==> src/rtl/sha256_sched_pkg.sv <==
// Shared constants and state encoding for the SHA-256 block scheduler.
// The ERR state exists only when SHA256_SCHED_WDOG_EN is defined.
package sha256_sched_pkg;

    localparam logic [255:0] SHA256_IV =
        256'h6a09e667_bb67ae85_3c6ef372_a54ff53a_510e527f_9b05688c_1f83d9ab_5be0cd19;

    typedef enum logic [2:0] {
        IDLE,
        WAIT_BLK,
        KICK,
        RUN,
        DONE
`ifdef SHA256_SCHED_WDOG_EN
        ,
        ERR
`endif
    } state_t;

endpackage

==> src/rtl/sha256_sched.sv <==
// SHA-256 message scheduler: feeds blocks and chaining value to an external core.
// Optional watchdog on the core result is enabled with SHA256_SCHED_WDOG_EN.
module sha256_sched
    import sha256_sched_pkg::*;
#(
    parameter int TIMEOUT_CYCLES = 80
) (
    input  logic         clk,
    input  logic         rst_n,
    input  logic         start,
    input  logic         blk_valid,
    output logic         blk_ready,
    input  logic [511:0] blk_data,
    input  logic         blk_last,
    output logic [255:0] core_H_in,
    output logic [511:0] core_M_in,
    output logic         core_input_valid,
    input  logic [255:0] core_H_out,
    input  logic         core_output_valid,
    output logic [255:0] digest,
    output logic         digest_valid,
    input  logic         digest_ready,
    output logic         busy,
    output logic         err
);

    state_t         state;
    state_t         state_n;
    logic [255:0]   H_reg;
    logic [511:0]   M_reg;
    logic           last_reg;
    logic [15:0]    blk_cnt;

`ifdef SHA256_SCHED_WDOG_EN
    localparam int WDOG_W = $clog2(TIMEOUT_CYCLES + 1);
    logic [WDOG_W-1:0] wdog_cnt;
    logic              wdog_hit;

    assign wdog_hit = (wdog_cnt == WDOG_W'(TIMEOUT_CYCLES - 1));

    always_ff @(posedge clk) begin
        if (!rst_n) begin
            wdog_cnt <= '0;
        end else if (state == KICK) begin
            wdog_cnt <= '0;
        end else if (state == RUN) begin
            wdog_cnt <= wdog_cnt + 1'b1;
        end
    end
`endif

    assign core_H_in = H_reg;
    assign core_M_in = M_reg;

    always_ff @(posedge clk) begin
        if (!rst_n) begin
            state    <= IDLE;
            H_reg    <= '0;
            M_reg    <= '0;
            last_reg <= 1'b0;
            blk_cnt  <= '0;
            digest   <= '0;
        end else begin
            state <= state_n;
            case (state)
                IDLE: if (start) begin
                    H_reg   <= SHA256_IV;
                    blk_cnt <= '0;
                end
                WAIT_BLK: if (blk_valid) begin
                    M_reg    <= blk_data;
                    last_reg <= blk_last;
                end
                RUN: if (core_output_valid) begin
                    H_reg   <= core_H_out;
                    blk_cnt <= blk_cnt + 16'd1;
                    // digest mirrors H_reg on entry to DONE and then holds
                    if (last_reg) digest <= core_H_out;
                end
                default: ;
            endcase
        end
    end

    always_comb begin
        state_n          = state;
        blk_ready        = 1'b0;
        core_input_valid = 1'b0;
        case (state)
            IDLE:     if (start) state_n = WAIT_BLK;
            WAIT_BLK: begin
                blk_ready = 1'b1;
                if (blk_valid) state_n = KICK;
            end
            KICK: begin
                core_input_valid = 1'b1;
                state_n          = RUN;
            end
            RUN: begin
                if (core_output_valid) state_n = last_reg ? DONE : WAIT_BLK;
`ifdef SHA256_SCHED_WDOG_EN
                else if (wdog_hit) state_n = ERR;
`endif
            end
            DONE:     if (digest_ready) state_n = IDLE;
            default:  state_n = state;
        endcase
    end

    assign digest_valid = (state == DONE);
    assign busy         = (state != IDLE);
`ifdef SHA256_SCHED_WDOG_EN
    assign err          = (state == ERR);
`else
    assign err          = 1'b0;
`endif

endmodule

==> config.mk <==
export PLATFORM = sky130hd
export DESIGN_NAME = sha256_sched
export DESIGN_NICKNAME = d
export VERILOG_FILES = /design/src/rtl/sha256_sched_pkg.sv /design/src/rtl/sha256_sched.sv
export SDC_FILE = /design/constraint.sdc
export NUM_CORES = 2
export LEC_CHECK = 0
export ABC_AREA = 1
export BUFFER_PORTS_ARGS = -buffer_cell sky130_fd_sc_hd__buf_4
export CAP_MARGIN = 0
export CELL_PAD_IN_SITES_DETAIL_PLACEMENT = 2
export CELL_PAD_IN_SITES_GLOBAL_PLACEMENT = 2
export CORE_AREA = 2 2 713 715
export DETAILED_ROUTE_END_ITERATION = 12
export DIE_AREA = 0 0 715 717
export PLACE_DENSITY = 0.33
export SLEW_MARGIN = 10
export SYNTH_ARGS = -nofsm -noshare
export SYNTH_HDL_FRONTEND = slang
export SYNTH_SLANG_ARGS = --single-unit
==> constraint.sdc <==
create_clock -name clk -period 3.1 [get_ports clk]
set_clock_uncertainty 0.1 [all_clocks]
set_input_delay 0 -clock clk [delete_from_list [all_inputs] [get_ports clk]]
set_output_delay 0 -clock clk [all_outputs]
set_load 0.03 [all_outputs]
==> run summary <==
Outcome: finished clean
Largest cells by area after synthesis: dfxtp_1 58%, nor2_1 16%, o21ai_0 10%
Vias in the first global route: 50,768
Worst Reg-to-Reg Cells: 10
CTS Sinks: 1,028
Required @ worst endpoint: 3770 ps
Setup crit end kind: register
Die Ht: 717 um
Syn Area/Cell: 7.94 um2
Fin nets: 8,630
Crit share post-route: 92.5%
Reg2reg end: core_M_in[209]$_SDFFE_PN0P_
I/O pin count: 1,804
Share of the synthesized area in the top cell type: 57.7%
DR WL/cell: 24.3 um
First-pass GRT wire length: 468,000 um
WP data arrival: 3540 ps
M2 GR Usage: 27.2%
CTS tree: built
Routed vias/inst: 3.08
WHS Path Cells: 4
VDD IR max: 0.430 mV
Max-slew headroom: 38.3%
Cell Area, Synth: 35,600 um2
Clk Tree Root Cell: clkbuf_16
Hold endpoint: core_M_in[224]$_SDFFE_PN0P_
Num CTS Buffers: 167
DRT Pass-1 Iters: 4
Netlist cell types: 23
Share of cells above drive strength 1: 27.8%
Post-Place Setup Slack: 543 ps
Area post-placement: 57,300 um2
Reg-to-reg startpoint: state[0]$_SDFFE_PN0P_
Final Routed Wirelength: 358,000 um
Post-synthesis cell count: 4,491
Dpl hpwl: 281,000 um
Area grow syn2layout: 122%
Period minus WS final: 2870 ps
Grt peak-use layer: met2
F_max: 349 MHz
PortBufs: 1,802
Worst-path fanout max: 62
Chip width: 715 um
Post-synth top area cell: dfxtp_1
Worst hold path type: in2reg
Final GP Congestion: 0.828
Core area: 505,000 um2
Fin. max-slew vios: 0
Synth Warn #: 0
DRC violations left: 0
Setup violations, final: 0
Routed Antenna Nets: 0
Initial Utilization: 7.06%
Clock transition at the registers of the reported paths: 60 ps
Pwr Density: 753 nW/um2
Post-Layout Inst Area: 79,200 um2
Setup bufs post-CTS: 0
Reg2Reg Setup Slack: 230 ps
Setup Crit Path Kind: reg2reg
Remaining global-route overflow: 0
Met3 Resource Use GR: 4.04%
Die ar.: 513,000 um2
Final non-filler cell total: 14,738
Fin. Hold Viols: 0
Setup TNS: 0 ps
GR Util All Layers: 13.4%
Cells after DPL: 12,784
Row Count: 261
Commonest non-fill, non-tap cell in the layout: buf_4
Clock Latency Late Sink: 860 ps
Max reg flops: 512
Drt initial violations: 1,325
Min-delay src: blk_data[224]
Setup ws final: 232 ps
CTS max path bufs: 4
Leakage: 33.4 nW
Syn nets: 5,266
FF+latch count, synth: 1,028
RSZ-0062 raised after global routing: no
Least-Margin Pin Slew: 925 ps
Antenna violations before repair: 129
Htree depth: 4
Met1 usage: 12.7%
Register area share after synthesis: 57.7%
Vias post-DR: 45,464
Largest net degree at the start of global routing: 139
Max Cap Viol: 0
Startpoint class of the critical path: register
Most frequent cells in the layout: 1,884 x buf_4, 1,606 x dlygate4sd3_1, 1,543 x nor2_1
==> synthesized netlist by cell type <==
cell type,count
clkbuf_1,155
o21ai_0,726
a21oi_1,248
a21oi_2,10
o21ai_1,181
buf_1,1
nand3_1,4
inv_1,146
nor3_1,1
nor2_1,1543
conb_1,1
inv_2,4
clkinv_2,1
nand3_2,2
buf_4,5
nand2_1,242
buf_6,40
nand2_4,1
nand2_2,11
nor2_4,2
dfxtp_1,1028
buf_2,138
nor2_2,1
==> layout make-up <==
cell class / instances / area, um2
Fill cell: 58841 / 425000
Timing Repair Buffer: 3534 / 31100
Sequential cell: 1028 / 20600
Multi-Input combinational cell: 2973 / 12800
Tap cell: 6706 / 8390
Clock buffer: 247 / 4850
Clock inverter: 50 / 831
Inverter: 151 / 594
Antenna cell: 49 / 123
==> routing by layer <==
| layer | part of all wire [%] | up-vias | wire [um] |
|---|---|---|---|
| li1 | - | 21246 | - |
| met2 | 56 | 1265 | 201000 |
| met5 | 0.12 | - | 425 |
| met1 | 34 | 22437 | 121000 |
| met3 | 6.5 | 450 | 23400 |
| met4 | 3.3 | 66 | 11700 |
==> through the flow <==
| stage | total power, W | hold WS (ps) | util (%) |
|---|---|---|---|
| floorplan | 0.0268 | 34.9 | - |
| global placement | 0.0382 | 123 | 11.4 |
| detailed placement | 0.0384 | 132 | 11.4 |
| CTS | 0.0617 | 9.32 | 15.7 |
| global route | 0.0632 | 59.3 | 15.7 |
| finish | 0.0596 | 70.9 | 15.7 |
==> power by group <==
part	switching, W	internal, W
registers	0.00160	0.0158
logic	0.0147	0.00726
clock network	0.00822	0.0121
==> worst max-delay path, stage by stage, from the launching register on <==
cell and delay, ps:
dfxtp_1 380, inv_2 60, nor2_1 170, nand2_2 130, nor2_4 200, inv_8 130, buf_12 310, buf_12 220
nor2_1 230, nor2_1 80, dlygate4sd3_1 580
==> worst max-delay path by stage <==
stage                                             end                  start  slack [ps]  cells after the start
final                     core_M_in[209]$_SDFFE_PN0P_  state[0]$_SDFFE_PN0P_         230                     10
after global routing      core_M_in[420]$_SDFFE_PN0P_  state[0]$_SDFFE_PN0P_          60                      9
after CTS                 core_M_in[432]$_SDFFE_PN0P_  state[0]$_SDFFE_PN0P_          20                      9
after detailed placement  core_M_in[338]$_SDFFE_PN0P_  state[0]$_SDFFE_PN0P_         540                      8
after global placement      core_M_in[9]$_SDFFE_PN0P_  state[0]$_SDFFE_PN0P_         600                      8
after floorplan            core_H_in[63]$_SDFFE_PN0P_  state[0]$_SDFFE_PN0P_        1420                      8
==> repair_timing <==
action / CTS / global route
hold buffers: 1607 / 0
endpoints found under the setup margin: 0 / 14
resized for setup: 0 / 4
hold endpoints to repair: 1028 / 0
==> logic make-up after synthesis <==
kind of cell,share of synthesized area (%)
flip-flops,57.7
other,0.0105
buffers and inverters,6.54
AO/OA/AOI/OAI,16.5
AND/OR/NAND/NOR,19.2
Power figures use the tool's default switching activity.
